File: src/rtl/pipeline_fetch_queue.sv
// pipeline_fetch_queue: IF stage with PC generation, kernel-bit
// protection, a DEPTH-entry prefetch queue and the IF/ID register.
//
// Ports:
//   clk, reset    clock, synchronous active-high reset
//   PCSrc         0 seq, 1 branch, 2 J, 3 JR, 4 ILLOP, 5 XADR (6/7 = seq)
//   ALUOut0       branch taken, qualifies PCSrc=1
//   ConBA         branch target
//   JT            26-bit jump field
//   DatabusA      JR target
//   Stall         ID hold request, freezes IFID/ifid_valid
//   imem_addr     word address into instruction memory (PC[IMEM_AW+1:2])
//   imem_rdata    instruction at imem_addr, same cycle
//   IFID          {PC+4, Ins} of the instruction in ID
//   ifid_valid    IFID holds a real instruction
//   PC31          kernel-mode bit of the fetch PC
//   q_count       prefetch queue occupancy
module pipeline_fetch_queue #(
    parameter int             XLEN     = 32,
    parameter int             DEPTH    = 4,
    parameter int             IMEM_AW  = 7,
    parameter logic [XLEN-1:0] RESET_PC = 32'h8000_0000,
    parameter logic [XLEN-1:0] ILLOP_PC = 32'h8000_0004,
    parameter logic [XLEN-1:0] XADR_PC  = 32'h8000_0008
) (
    input  logic                       clk,
    input  logic                       reset,
    input  logic [2:0]                 PCSrc,
    input  logic                       ALUOut0,
    input  logic [XLEN-1:0]            ConBA,
    input  logic [25:0]                JT,
    input  logic [XLEN-1:0]            DatabusA,
    input  logic                       Stall,
    output logic [IMEM_AW-1:0]         imem_addr,
    input  logic [XLEN-1:0]            imem_rdata,
    output logic [2*XLEN-1:0]          IFID,
    output logic                       ifid_valid,
    output logic                       PC31,
    output logic [$clog2(DEPTH+1)-1:0] q_count
);

    localparam int PW = (DEPTH > 1) ? $clog2(DEPTH) : 1;
    localparam int CW = $clog2(DEPTH + 1);

    logic [XLEN-1:0]   pc;
    logic [XLEN-1:0]   pc_seq;
    logic [XLEN-1:0]   pc_plus4;
    logic [XLEN-1:0]   pc_tgt;
    logic [2*XLEN-1:0] word;

    logic [2*XLEN-1:0] qmem [DEPTH];
    logic [PW-1:0]     head;
    logic [PW-1:0]     tail;
    logic [CW-1:0]     count;

    logic redirect;
    logic empty;
    logic full;
    logic pop;
    logic bypass;
    logic fetch;
    logic push;

    assign imem_addr = pc[IMEM_AW+1:2];
    assign PC31      = pc[XLEN-1];
    assign q_count   = count;

    // Sequential increment keeps the kernel bit: a user PC
    // wraps to zero instead of carrying into kernel space.
    assign pc_seq   = {pc[XLEN-1], pc[XLEN-2:0] + (XLEN-1)'(4)};
    assign pc_plus4 = pc + XLEN'(4);
    assign word     = {pc_plus4, imem_rdata};

    always_comb begin
        redirect = 1'b0;
        pc_tgt   = pc_seq;
        case (PCSrc)
            3'd1: begin
                if (ALUOut0) begin
                    redirect = 1'b1;
                    pc_tgt   = ConBA;
                end
            end
            3'd2: begin
                redirect = 1'b1;
                pc_tgt   = {pc[XLEN-1:28], JT, 2'b00};
            end
            3'd3: begin
                // JR may only stay in or leave kernel mode,
                // never enter it from user mode.
                redirect = 1'b1;
                pc_tgt   = {pc[XLEN-1] & DatabusA[XLEN-1],
                            DatabusA[XLEN-2:0]};
            end
            3'd4: begin
                redirect = 1'b1;
                pc_tgt   = ILLOP_PC;
            end
            3'd5: begin
                redirect = 1'b1;
                pc_tgt   = XADR_PC;
            end
            default: begin
                redirect = 1'b0;
                pc_tgt   = pc_seq;
            end
        endcase
    end

    assign empty  = (count == CW'(0));
    assign full   = (count == CW'(DEPTH));
    assign pop    = !Stall && !empty;
    assign bypass = !Stall && empty;
    assign fetch  = !full || pop || bypass;
    // Bypassed words skip the queue entirely.
    assign push   = fetch && !bypass;

    always_ff @(posedge clk) begin
        if (!reset && !redirect && push) begin
            qmem[tail] <= word;
        end
    end

    always_ff @(posedge clk) begin
        if (reset) begin
            pc         <= RESET_PC;
            head       <= '0;
            tail       <= '0;
            count      <= '0;
            IFID       <= '0;
            ifid_valid <= 1'b0;
        end else if (redirect) begin
            pc         <= pc_tgt;
            head       <= '0;
            tail       <= '0;
            count      <= '0;
            IFID       <= '0;
            ifid_valid <= 1'b0;
        end else begin
            if (fetch) begin
                pc <= pc_seq;
            end
            if (push) begin
                tail <= tail + PW'(1);
            end
            if (pop) begin
                head       <= head + PW'(1);
                IFID       <= qmem[head];
                ifid_valid <= 1'b1;
            end else if (bypass) begin
                IFID       <= word;
                ifid_valid <= 1'b1;
            end
            // A pop always comes with a push, so only a
            // stalled push changes occupancy.
            if (push && !pop) begin
                count <= count + CW'(1);
            end
        end
    end

endmodule

File: config.mk
export PLATFORM = sky130hd
export DESIGN_NAME = pipeline_fetch_queue
export DESIGN_NICKNAME = d
export VERILOG_FILES = /design/src/rtl/pipeline_fetch_queue.sv
export SDC_FILE = /design/constraint.sdc
export NUM_CORES = 1
export LEC_CHECK = 0
export CORE_ASPECT_RATIO = 2
export CORE_MARGIN = 2
export CORE_UTILIZATION = 60
export CTS_BUF_LIST = sky130_fd_sc_hd__clkbuf_16
export CTS_CLUSTER_SIZE = 10
export DETAILED_ROUTE_END_ITERATION = 7
export PLACE_DENSITY = 0.86
export SYNTH_ARGS = -nofsm -noshare
export SYNTH_HDL_FRONTEND = slang
export SYNTH_SLANG_ARGS = --single-unit
File: constraint.sdc
create_clock -name clk -period 10.67 [get_ports clk]
set_input_delay 1.067 -clock clk [delete_from_list [all_inputs] [get_ports clk]]
set_output_delay 1.067 -clock clk [all_outputs]
set_load 0.05 [all_outputs]
* Word level (Yosys, flattened, before mapping)
Memories as Yosys holds them, arrays and structs flattened. A register that Yosys moved wholly into a read port is not among the register bits.
Index checks and enable logic that the tools add are counted.
** Storage, ports and cells
- Bits in registers :: 104
- RAM bits :: 256
- Bits of input ports :: 129
- Output and inout bits :: 76
- Word-level logic and storage cells :: 61
- Memories kept :: 1
** Operators by class
- Add/subtract/negate cells :: 5
- Equality and inequality tests :: 8
- Muxes and demuxes :: 14
- Bitwise operators :: 2
- Reductions and logical operators :: 23
** Memory list
- qmem :: depth 4, bits a word 64, read ports 1, clocked after memory_dff 1, write ports 1, RTL line 51 : logic [2*XLEN-1:0] qmem [DEPTH];
** Operator list (number)
- 32-bit case mux with 5 select lines :: 1
- 64-bit 2-to-1 mux :: 2
- 32-bit 2-to-1 mux :: 2
- 32-bit by 3-bit adder with 32-bit output (second input constant) :: 1
- 31-bit by 3-bit adder with 31-bit output (second input constant) :: 1
- 31-bit 2-to-1 mux :: 1
- 3-bit == test (second input constant) :: 3
- 1-bit zero test :: 7
- 3-bit by 2-bit == test with 1-bit output (second input constant) :: 2
- 1-bit logical AND :: 6
- 1-bit 2-to-1 mux :: 5
- 2-bit by 1-bit adder with 2-bit output (second input constant) :: 2
- 2-bit 2-to-1 mux :: 2
- 2-bit != test (second input constant) :: 2
- 4-bit AND reduction :: 1
- 2-bit nonzero test :: 2
- 4-bit nonzero test :: 1
- 4-bit OR reduction :: 1
- 3-bit by 1-bit adder with 3-bit output (second input constant) :: 1
- 3-bit by 1-bit == test with 1-bit output (second input constant) :: 1
- 3-bit zero test :: 1
- 1-bit logical OR :: 2
- 1-bit case mux with 2 select lines :: 1
- 2-bit AND reduction :: 1
- other kinds (3) :: 3

* Depth between registers and ports, before layout
Gate-level depths: netlist of the first run.
- Depth in word-level cells :: 9
- Gate-level depth with buffers :: 9
- Depth with buffers taken out :: 7

* Worst setup path after synthesis of the first run
Ideal clock, no wire load.
- Path type :: input port to flip-flop
- Start point :: in PCSrc[1]
- End point :: mem qmem[1][0] (netlist bit) (enable)
- Setup time :: 0.429 ns
- Data arrival time :: 4.289 ns
- Required time :: 10.241 ns
- Slack :: 5.952 ns
- Stages :: 8
- Path buffers :: 3
- Path through :: clkbuf_1 inv_1 ha_1 clkbuf_1 nand2_1 nor2_1 clkbuf_1 and3_1
** Between the ends
- Word-level cells in the longest chain between the ends :: 8
- Elaborated cells on any way between the ends :: 12
- Classes of those cells :: eq/ne (5); mux (3); reduce/logical (4)
** RTL lines
- from (decl) :: RTL line 28 : input logic [2:0] PCSrc,
- 3-bit == test / 3-bit by 2-bit == test with 1-bit output (equally long branches) :: RTL line 77 : case (PCSrc)
- 4-bit OR reduction (no line)
- 1-bit case mux with 2 select lines (*) :: RTL line 77
- 1-bit zero test (*) :: RTL line 119 : if (!reset && !redirect && push) begin
- 1-bit logical AND (*) (2 in a row) :: RTL line 119
- 1-bit 2-to-1 mux (*) :: RTL line 119
- 1-bit 2-to-1 mux (not written as such) (*) :: RTL line 120 : qmem[tail] <= word;
- to (decl) :: RTL line 51
Every way passes the cells marked *; elsewhere a longest branch is shown, timed or not.

* Final worst setup path of the first run
- Start point :: in PCSrc[1]
- End point :: mem qmem[2][24] (netlist bit) (enable)
Same word-level chain as after synthesis.

==> results of run 1 <==
==> flip-flops by register name (all words and copies together), names as in the netlist, named ones only <==
register    cells
IFID           64
pc             32
qmem          256
ifid_valid      1
tail            2
q_count         3
head            2
==> worst max-delay path, stage by stage <==
cell                              delay [ps]
sky130_fd_sc_hd__clkdlybuf4s50_1         830
sky130_fd_sc_hd__inv_1                   160
sky130_fd_sc_hd__ha_1                    620
sky130_fd_sc_hd__nand2_1                 180
sky130_fd_sc_hd__nor2_1                  130
sky130_fd_sc_hd__buf_4                   320
sky130_fd_sc_hd__and3_2                  820
sky130_fd_sc_hd__buf_4                   580
==> layout make-up <==
cell class	instances	share of cell area
multi-input cells	699	0.279
flip-flops and latches	362	0.516
repair buffers	221	0.114
clock buffers	43	0.0566
inverters	24	0.00474
well taps	340	0.0224
clock inverters	34	0.00724
==> cells in the final DEF (no fill, tap or decap), types with 10 or more instances in the layout <==
master                              n
sky130_fd_sc_hd__xnor2_1           21
sky130_fd_sc_hd__xor2_1            11
sky130_fd_sc_hd__dfxtp_1          104
sky130_fd_sc_hd__mux4_2            64
sky130_fd_sc_hd__nand3_1           20
sky130_fd_sc_hd__edfxtp_1         256
sky130_fd_sc_hd__a21oi_1          133
sky130_fd_sc_hd__clkbuf_16         43
sky130_fd_sc_hd__buf_4             18
sky130_fd_sc_hd__nor3_1            10
sky130_fd_sc_hd__clkdlybuf4s50_1  203
sky130_fd_sc_hd__o211ai_1          11
sky130_fd_sc_hd__o21ai_0           30
sky130_fd_sc_hd__mux2i_1           16
sky130_fd_sc_hd__nand2_1          128
sky130_fd_sc_hd__nor2_1            70
sky130_fd_sc_hd__inv_1             55
sky130_fd_sc_hd__mux2_2            12
==> cell families (layout without fill, tap and decap cells) <==
kind of cell / count (synthesis) / count (layout)
AO/OA/AOI/OAI: 269 / 269
XOR/XNOR: 32 / 32
flip-flops: 362 / 362
AND/OR/NAND/NOR: 298 / 298
multiplexers: 92 / 92
adder cells (fa/ha/maj): 8 / 8
buffers and inverters: 115 / 322
==> power groups by stage <==
stage               sequential, mW  combinational, mW  clock (mW)
global placement              1.60              0.324           0
CTS                           1.57              0.337        1.26
global route                  1.58              0.361        1.31
detailed placement            1.60              0.332           0
floorplan                     1.63              0.160           0
finish                        1.57              0.339        1.26
==> worst min path at each step <==
stage,start,to,cells after the start
2_1_floorplan,pc[0],qmem[0][32],0
3_3_place_gp,IFID[38],IFID[38],2
3_5_place_dp,IFID[38],IFID[38],2
4_1_cts,IFID[38],IFID[38],2
5_1_grt,ifid_valid,ifid_valid,1
6_report,IFID[38],IFID[38],2
==> layer usage <==
layer  vias to the layer above  global-route usage  wire [µm]  share of wire
li1                       4840                   -          -              -
met1                      5432               0.340      13400           0.32
met2                       736               0.576      23300           0.55
met3                       173              0.0408       2990          0.070
met4                         0               0.191       2820          0.066
met5                         -                   0          0              0
==> results.txt, run 1 <==
* Number of max-slew violations in the final report: 0
- Sequential cell area fraction in the yosys report: 0.631
- Summing all flip-flop and latch instances after layout gives 0.00981 mm².
* Internal power: 2.40 mW
- Proportion of total power due to net switching: 0.243
- The compound-cell area share of the yosys netlist came to 0.111.
* Shortest period the worst path allows: 4610 ps
- Root Buffer Master: sky130_fd_sc_hd__clkbuf_16
- During placement, the flow inserted port buffers numbering around 200.
- Full die area: approximately 0.027 mm²
- Setup repair after global routing left no endpoint under its margin.
* Most numerous cell in the Yosys netlist: sky130_fd_sc_hd__edfxtp_1
- In this run the worst setup path begins at PCSrc[1].
- Entering global routing, the biggest net connects 65 pins.
- Of the total synthesized cell area, the portion taken by AND, OR, NAND and NOR gates is 0.0921.
* Postcts setup bufs: 0
- The number of antenna violations at the first check in global routing came to 0.
- The area growth from synthesis to layout is 22.3%.
- Post-synthesis xor/xnor area fraction: 0.0180
- For this run, the post-layout net count is 1487.
* Number of fill cells: 1595
* Post-cts hold buffer count: 0
* Fraction of registers with async set or reset after synthesis: 0
- Max-cap viol count: 0
- Arrival time worst endpoint: between 4000 and 5000 ps
- Final Hold Violating Endpoints: 0
- For the worst setup path, the data required time is 10820 ps.
* Deepest clock path buffer count: 3
- TritonCTS clock tree: done
- The final route contains 11200 vias.
* Number of standard cells in the final layout excluding fillers: 1723
* Sequential share of power: 0.496
- Final Instance Area: 0.0190 mm²
- Across the VDD grid, the largest voltage drop is about 120 µV.
- At the placement stage, the worst setup path has a slack of ~5600 ps.
- Power, Total: roughly 3.2 mW
- At the end of routability-driven placement, the weighted congestion stood at 1.03.
- Summing every instance area after synthesis gives about 0.016 mm².
- Adding up every negative setup slack in the final design gives 0 ps.
- For this block, the initial DRC count from the detailed router was 1068.
* Horizontal die dimension: 118 µm
- Endpoint of the worst setup timing path: qmem[2][24]
* Post-Route Hold Slack: 457 ps
* Critical register-to-register path startpoint: pc[2]
- Of the post-synthesis cell area, the dominant cell type holds 0.494.
- For this configuration, the core starts out at a cell density of 0.609.
- Summed over all nets, the switching power comes to 0.770 mW.
* Result of the run: completed
- For this run, the number of Yosys warnings is 0.
* Clock latency reported for the late side of the worst-skew pair: between 500 and 600 ps
* Site Rows: 83
* Number of buffers added by the clock tree synthesis step: 42
- Clock power share: 0.397
- After technology mapping, the gate count stands at 1176.
- First-pass GRT wire length: 64900 µm
* Core box area: around 0.026 mm²
- STA classifies the critical path startpoint as an input port.
- Largest driver fanout on the critical path: 34
- At the pin with the least slew margin, the transition time is 1170 ps.
* Clock Sinks: 362
* Count of cells along the worst register-to-register path: 6
- 205 I/O pins were placed.
* Number of vias per cell after detailed routing: 6.49
- DRT Pass-1 Iters: 5
- In this run the static leakage power is between 6 and 7 nW.
- Count of unresolved DRC violations after routing: 0
- Global route overflow: 0
* Total nets after synthesis: 1313
- GR Util All Layers: 0.313
- Worst-case setup margin in the final layout: 6060 ps
- In this run the mean area of a mapped cell was 13.2 µm².
- Multi-input combinational cell area: around 0.0053 mm²
* Synthesized flop and latch total: between 300 and 400
* Worst reg2reg path endpoint: IFID[48]
- Maximum clock rate: 0.217 GHz
- Critical setup path kind: in2reg
* Instance area at placement: 0.0178 mm²
- Post-detailed-route count of antenna-violating nets: 0
- By area, the combinational part of the netlist is dominated by multiplexers.
* Total wirelength of the detailed-routed design: 42500 µm
- The number of antenna diodes in the final layout is 0.
- Main synth FF type: sky130_fd_sc_hd__edfxtp_1
- Measured on the finished design, the core utilization comes to 0.744.
- The via count of the first global-routing pass is 11400.
- Final worst path period share: 0.432
* Die extent in y: 232 µm
* Cell area power density: 167 mW/mm²
- Area share of fa/ha/maj cells after synthesis: 0.00644
- Share of post-route cells with drive strength above 1: 0.121
- Post-synthesis cell type with the largest combined area: sky130_fd_sc_hd__edfxtp_1
- Clock input transition at the sequential cells of the worst setup and hold paths: 50 ps
* Post-synth EDFFs: 256
- In this run the worst hold path is classified as reg2reg.
* Combinational Power Share: 0.107
* H-Tree Level Count: 2
* Final HPWL DP: 27400 µm
- Worst relative slew slack: 0.217
* CTS resizes: 0
- Avg WL per Cell: 24.7 µm
* Final worst clock skew: ~26 ps
- Ranked by total cell area, the synthesized netlist is headed by sky130_fd_sc_hd__edfxtp_1 (49%), sky130_fd_sc_hd__dfxtp_1 (14%), sky130_fd_sc_hd__mux4_2 (9.3%), sky130_fd_sc_hd__a21oi_1 (4.3%), sky130_fd_sc_hd__nand2_1 (3.1%).
- Flop2flop setup slack: 7590 ps
- Multiplexer fraction of the synthesized cell area: 0.112
* Placed Cells incl. Taps: between 1500 and 2000
- After synthesis, the netlist uses 69 different library cells.
- By count the netlist is led by sky130_fd_sc_hd__edfxtp_1 (256), sky130_fd_sc_hd__a21oi_1 (133), sky130_fd_sc_hd__nand2_1 (129).
* Type of destination of the critical path: flop
- Setup violations remaining at the end of the flow were counted as 0.
Note: power is estimated with default switching activity, not from simulation.
==> run 2: changes to the inputs <==
Settings changed: CORE_UTILIZATION 60 to 55, PLACE_DENSITY 0.86 to 0.8.
Clock period 10.67 ns to 4.3 ns, I/O delays scaled along.
==> run 2 against run 1 <==
- worst setup slack worse by 4800 ps
- sequential power up 150%
- clock skew decreased by 11 ps
- clock power grew to 2.5 times the previous value
- sequential cell count stayed put
- first-iteration DRC count up 11%
- critical path depth fell by 1
- die area rose by 8.9%
- clock-buffer cell count is the same
- combinational power grew 150%
==> results.txt, run 2 (synthesized netlist as in run 1, its figures left out) <==
* Result of the run: completed (unchanged)
* Area added between synthesis and finish: 23.5% (was 22.3%)
- Number of standard cells in the final layout excluding fillers: 1749 (was 1723)
* Final worst clock skew: 14.9 ps (was 26.2 ps)
* Critical setup path kind: in2reg (unchanged)
- Multi-input combinational cell area: 0.00532 mm² (was 0.00531 mm²)
- The row count was 87 (was 83).
- The total vias in the final route is 10900 (was 11200).
- Combined flip-flop and latch cell area: 0.00981 mm² (unchanged)
- The violation count after the first detailed-route iteration came to 1181 (was 1068).
- The slew at the pin with the worst max-slew slack came to 902 ps (was 1170 ps).
* Root Buffer Master: sky130_fd_sc_hd__clkbuf_16 (unchanged)
* Aggregate negative setup slack: 0 ps (unchanged)
* Placed Cells incl. Taps: 1671 (was 1646)
- The overall die height is 242 µm (was 232 µm).
* DRT Pass-1 Iters: 7 (was 5)
- The cell family contributing the most delay on the critical path is simple AND/OR/NAND/NOR gates (was buffers and inverters).
* Global route overflow: 0 (unchanged)
* Registers with the most flip-flops: qmem x256, IFID x64, pc x32 (unchanged)
- Full die area: 0.0297 mm² (was 0.0273 mm²)
- Avg WL per Cell: 23.0 µm (was 24.7 µm)
* Final standard cell utilization of the core: 0.687 (was 0.744)
* Clock Sinks: 362 (unchanged)
- Unrepaired setup endpoints after global routing: false (unchanged)
- Deepest clock path buffer count: 3 (unchanged)
- The largest register by flop count is qmem (unchanged).
- Number of fill cells: 1852 (was 1595)
* Num ports: 205 (unchanged)
* Horizontal die dimension: 123 µm (was 118 µm)
- The peak supply drop came to 280 µV (was 120 µV).
- Final Hold Violating Endpoints: 0 (unchanged)
- Data required time of the critical path: 4510 ps (was 10820 ps)
* Number of vias per cell after detailed routing: 6.23 (was 6.49)
* Shortest period the worst path allows: 3020 ps
- Core box area: 0.0280 mm² (was 0.0255 mm²)
* Post-cts hold buffer count: 0 (unchanged)
- The longest individual stage delay on the worst path was 820 ps (was 830 ps).
- The largest fanout on the critical path was 39 (was 34).
- The clock tree from TritonCTS is done (unchanged).
- The layout cell share with drive strength beyond 1 came to 0.128 (was 0.121).
- In the finished design, the share of the clock period the worst path needs comes to 0.702.
- Ant. Diodes: 0 (unchanged)
- The slowest library cell on the worst path was sky130_fd_sc_hd__clkdlybuf4s50_1 (unchanged).
* First-pass GRT wire length: 61400 µm (was 64900 µm)
- Postcts setup bufs: 0 (unchanged)
* Worst relative slew slack: 0.398 (was 0.217)
- The leakage power of the design is 6.44 nW (was 6.38 nW).
* Weighted congestion reported at the end of routability-driven placement: 0.929 (was 1.03)
* Maximum number of pins on one net before global-route repair: 65 (unchanged)
- Series of cell instances along the critical path: clkdlybuf4s50_1, nand4bb_1, buf_4, nand2_1, nor2_1, and3_4, buf_12 (was clkdlybuf4s50_1, inv_1, ha_1, nand2_1, nor2_1, buf_4, and3_2, buf_4).
* Sum of buffers and inverters on the critical path: 3 (was 4)
- The class of the worst hold path is in2reg (was reg2reg).
- The count of endpoints failing setup in the final report was 0 (unchanged).
- The number of max-slew violations in the final report was 0 (unchanged).
* Number of global-route vias before repair: 11100 (was 11400)
- Startpoint type of the worst setup path: input port (unchanged)
- Initial Util: 0.556 (was 0.609)
- The arrival time at the worst endpoint came to 3230 ps (was 4760 ps).
- GR Util All Layers: 0.269 (was 0.313)
- Number of buffers added on ports: 204 (unchanged)
- Total wirelength of the detailed-routed design: 40200 µm (was 42500 µm)
- The total power divided by cell area is 412 mW/mm² (was 167 mW/mm²).
- Type of destination of the critical path: flop (unchanged)
- Post-layout nets: 1496 (was 1487)
- Number of antenna violations at the first check in global routing: 0 (unchanged)
- The reported max-cap violation count came to 0 (unchanged).
- Commonest non-fill, non-tap cell in the layout: sky130_fd_sc_hd__edfxtp_1 (unchanged)
- Timing would allow up to 0.331 GHz.
* Clock input transition at the sequential cells of the worst setup and hold paths: 50 ps (about the same)
* Count of unresolved DRC violations after routing: 0 (unchanged)
- CTS resizes: 0 (unchanged)
* Post-detailed-route count of antenna-violating nets: 0 (unchanged)
* Final HPWL DP: 25900 µm (was 27400 µm)
- The number of flip-flops in the largest register came to 256 (unchanged).
- Clock latency reported for the late side of the worst-skew pair: 540 ps (about the same)
- Top library cells by usage in the layout, fill and taps aside: sky130_fd_sc_hd__edfxtp_1 (256), sky130_fd_sc_hd__clkdlybuf4s50_1 (203), sky130_fd_sc_hd__a21oi_1 (133) (unchanged).
- Number of buffers added by the clock tree synthesis step: 42 (unchanged)
- H-Tree Level Count: 2 (unchanged)
## run 2: cell types whose count changed in the layout (fill, tap and decap cells not counted)
cell and delta:
sky130_fd_sc_hd__buf_12 +6, sky130_fd_sc_hd__buf_4 +3, sky130_fd_sc_hd__and3_2 -4, sky130_fd_sc_hd__and3_4 +4, sky130_fd_sc_hd__inv_16 +1
## run 2: metrics by stage
| step | setup WS, ps | total power [mW] | hold slack [ps] | cell area (µm²) |
|---|---|---|---|---|
| final | 1280 | 7.91 | 437 | 19200 |
| after global routing | 1160 | 8.12 | 476 | 19200 |
| after CTS | 1350 | 7.94 | 431 | 19200 |
| after detailed placement | 782 | 4.80 | 456 | 18000 |
| after global placement | 902 | 4.78 | 459 | 18000 |
| after floorplan | 219 | 4.44 | 482 | 15600 |
## run 2: routing by layer
metal  routed length, µm  GRT usage  vias up  part of all wire
li1                    -          -     4878                 -
met1               15000      0.337     5337              0.37
met2               20800      0.461      572              0.52
met3                3000     0.0422      101             0.075
met4                1400      0.105        0             0.035
met5                   0          0        -                 0
## run 2: path summary, 6_finish.rpt
kind,from,endpoint,depth (start not counted),slack [ps]
min reg2reg,IFID[37],IFID[37],2,470
min,Stall,IFID[37],3,440
max,PCSrc[2],qmem[1][61],7,1280
max reg2reg,pc[2],IFID[52],6,1390
## run 2: power by group
group / switching, mW / internal [mW] / total (mW)
clock: 1.36 / 1.81 / 3.16
sequential: 0.0716 / 3.83 / 3.90
combinational: 0.498 / 0.345 / 0.843
## run 2: cell type report
| class | count | share of cell area |
|---|---|---|
| sequential | 362 | 0.511 |
| inverter | 24 | 0.00469 |
| multi-input combinational | 699 | 0.277 |
| clock inverter | 35 | 0.00820 |
| clock buffer | 43 | 0.0560 |
| timing repair buffer | 230 | 0.120 |
| tap | 356 | 0.0232 |
## run 2: worst reg2reg max path: cells and delay by family (launching register included)
family / cells / cell delay (ps)
flip-flops: 1 / 510
AO/OA/AOI/OAI: 1 / 220
adder cells (fa/ha/maj): 1 / 290
XOR/XNOR: 1 / 400
AND/OR/NAND/NOR: 3 / 1420
==> run 3: changes to the inputs <==
Settings changed: CORE_UTILIZATION 55 to 50, PLACE_DENSITY 0.8 to 0.76.
Clock period 4.3 ns to 2.6 ns, I/O delays scaled along.
==> run 3 against run 2 <==
- the flow now finishes with violations (design-rule violations)
- sequential power rose by 65%
- sequential share of layout area fell by 1.8 points
- combinational power grew 79%
- non-clock buffer count increased by 68
- largest cell class unchanged
- largest power group unchanged
==> results.txt, run 3 (synthesized netlist as in run 1, its figures left out) <==
* Num ports: 205 (unchanged)
- The relative contribution of sequential cells to total power was 0.488 (was 0.493).
- The total clock buffers created by CTS came to 42 (unchanged).
- Worst-Margin Slew: 837 ps (was 902 ps)
- Biggest register: qmem (unchanged)
* Post-layout nets: 1564 (was 1496)
- The switching portion of total power was 0.237 (was 0.243).
* Number of antenna violations at the first check in global routing: 0 (unchanged)
* Clock power share: 0.398 (was 0.400)
- Postcts setup bufs: 0 (unchanged)
* Weighted congestion reported at the end of routability-driven placement: 0.973 (was 0.929)
- Unrepaired setup endpoints after global routing: false (unchanged)
* Horizontal die dimension: 129 µm (was 123 µm)
* Peak ir drop on the vdd network: 450 µV (was 280 µV)
* Avg WL per Cell: 22.8 µm (was 23.0 µm)
- The clock latency on the worst-skew pair came to 540 ps (about the same).
* Global route overflow: 0 (unchanged)
- The placement-stage worst setup slack was 118 ps (was 782 ps).
- The total area of sequential cells came to 0.00981 mm² (unchanged).
- Cell area power density: 663 mW/mm² (was 412 mW/mm²)
- Share of post-route cells with drive strength above 1: 0.169 (was 0.128)
- Data required time of the critical path: 3070 ps (was 4510 ps)
* Number of vias per cell after detailed routing: 5.97 (was 6.23)
- The class of the worst hold path is in2reg (unchanged).
- Number of global-route vias before repair: 11600 (was 11100)
* Initial Util: 0.506 (was 0.556)
- The remaining number of nets flagged by the antenna check after routing is 0 (unchanged).
- The placed standard-cell area is 0.0187 mm² (was 0.0180 mm²).
- The DRC violations left is 10 (was 0).
- The count of filler cells inserted in the layout was 2265 (was 1852).
- Final HPWL DP: 29000 µm (was 25900 µm)
- The violation count after the first detailed-route iteration was 705 (was 1181).
- Number of max-slew violations in the final report: 0 (unchanged)
- The total design power was 13.2 mW (was 7.91 mW).
* Combinational Power Share: 0.115 (was 0.107)
- The reported max-cap violation count is 0 (unchanged).
- Type of destination of the critical path: flop (unchanged)
- The total negative slack for setup checks came to 0 ps (unchanged).
- The worst hold-check slack was 234 ps (was 437 ps).
- The reported net switching power came to 3.12 mW (was 1.93 mW).
* Total wirelength of the detailed-routed design: 41700 µm (was 40200 µm)
- The row count came to 91 (was 87).
- Internal power: 10.1 mW (was 5.98 mW)
- The clock root buffer was sky130_fd_sc_hd__clkbuf_16 (unchanged).
* Count of cells along the worst register-to-register path: 6 (unchanged)
- Via total after detailed routing: 10900 (about the same)
- The final hold violation count was 0 (unchanged).
- Worst setup path startpoint: pc[10] (was PCSrc[2])
- The number of cells upsized or downsized after cts came to 0 (unchanged).
- Final worst path period share: 0.933
* Core box area: 0.0307 mm² (was 0.0280 mm²)
- Registers with the most flip-flops: qmem x256, IFID x64, pc x32 (unchanged).
* Final worst clock skew: 22.0 ps (was 14.9 ps)
* Multi-input combinational cell area: 0.00533 mm² (was 0.00532 mm²)
- Top library cells by usage in the layout, fill and taps aside: sky130_fd_sc_hd__edfxtp_1 (256), sky130_fd_sc_hd__clkdlybuf4s50_1 (203), sky130_fd_sc_hd__a21oi_1 (133) (unchanged)
* First-pass GRT wire length: 63600 µm (was 61400 µm)
- Flip-flop count of the largest register after layout: 256 (unchanged)
- Post-cts hold buffer count: 0 (unchanged)
* TritonCTS clock tree: done (unchanged)
- Result of the run: complete, but fails checks (was completed).
* Final Instance Area: 0.0199 mm² (was 0.0192 mm²)
- Critical setup path kind: reg2reg (was in2reg)
- Clock Sinks: 362 (unchanged)
* Startpoint type of the worst setup path: flop (was input port)
* Failing checks: design-rule violations
- Maximum clock rate: 0.412 GHz
- After layout, the minimum clock period comes to 2430 ps.
* Lkg Pwr: 6.82 nW (was 6.44 nW)
* Commonest non-fill, non-tap cell in the layout: sky130_fd_sc_hd__edfxtp_1 (unchanged)
- The largest fanout on the critical path came to 6 (was 39).
- The setup slack of the worst register-to-register path is 170 ps (was 1390 ps).
- The worst setup path endpoint is IFID[63] (was qmem[1][61]).
* DRT Pass-1 Iters: 8 (was 7)
- The clock-pin transition on the worst setup and hold timing paths is 60 ps (was 50 ps).
* Area added between synthesis and finish: 28.0% (was 23.5%)
- The CTS H-tree depth is 2 (unchanged).
* Maximum number of pins on one net before global-route repair: 73 (was 65)
- The arrival time at the worst endpoint is 2900 ps (was 3230 ps).
- GR Util All Layers: 0.258 (was 0.269)
- Worst relative slew slack: 0.442 (was 0.398)
* Final setup vio count: 0 (unchanged)
- Worst reg2reg path endpoint: IFID[63] (was IFID[52])
- Worst-case setup margin in the final layout: 175 ps (was 1280 ps)
- The number of buffers inserted by port buffering is 204 (unchanged).
- Deepest clock path buffer count: 3 (unchanged)
- Ant. Diodes: 0 (unchanged)
- Die extent in y: 253 µm (was 242 µm)
- Critical register-to-register path startpoint: pc[10] (was pc[2])
- The overall die area was 0.0326 mm² (was 0.0297 mm²).
## run 3: changes by cell type in the layout (fill, tap and decap cells not counted), sizes merged
cell,before,now
inv,59,56
clkbuf,43,45
buf,27,95
## run 3: stage by stage
| stage | utilization | std cells |
|---|---|---|
| finish | 0.647 | 1832 |
| global placement | 0.607 | 1755 |
| detailed placement | 0.607 | 1755 |
| global route | 0.647 | 1832 |
| CTS | 0.647 | 1832 |
| floorplan | - | 1176 |
## run 3: worst max-delay path, stage by stage, from the launching register on
cell and delay (ps):
sky130_fd_sc_hd__dfxtp_1 450, sky130_fd_sc_hd__nand4_4 160, sky130_fd_sc_hd__or4_1 660, sky130_fd_sc_hd__nor4_2 310, sky130_fd_sc_hd__buf_4 160, sky130_fd_sc_hd__xor2_1 380, sky130_fd_sc_hd__o311a_1 220
## run 3: how the worst min path moves through the flow
| stage | startpoint | to | slack, ps | depth (start not counted) |
|---|---|---|---|---|
| finish | Stall | IFID[53] | 230 | 4 |
| global route | Stall | IFID[53] | 250 | 4 |
| CTS | Stall | IFID[53] | 220 | 4 |
| detailed placement | IFID[38] | IFID[38] | 440 | 2 |
| global placement | IFID[37] | IFID[37] | 440 | 2 |
| floorplan | imem_rdata[0] | qmem[0][0] | 360 | 0 |
## run 3: routing by layer
metal,track usage,vias to the layer above,part of all wire
li1,-,5011,-
met2,0.496,431,0.56
met5,0,-,0
met4,0.151,0,0.056
met3,0.0304,128,0.045
met1,0.260,5375,0.33
## run 3: cell type report
class | instances | area share
Inverter | 24 | 0.00453
Clock buffer | 45 | 0.0566
Tap cell | 372 | 0.0234
Multi-Input combinational cell | 699 | 0.268
Clock inverter | 32 | 0.00629
Sequential cell | 362 | 0.493
Timing Repair Buffer | 298 | 0.149
## run 3: power by group through the flow
| stage | clock, mW | sequential (mW) | combinational (mW) |
|---|---|---|---|
| detailed placement | 0 | 6.55 | 1.50 |
| global placement | 0 | 6.54 | 1.48 |
| global route | 5.54 | 6.44 | 1.61 |
| finish | 5.24 | 6.43 | 1.51 |
| floorplan | 0 | 6.69 | 0.660 |
| CTS | 5.32 | 6.43 | 1.51 |
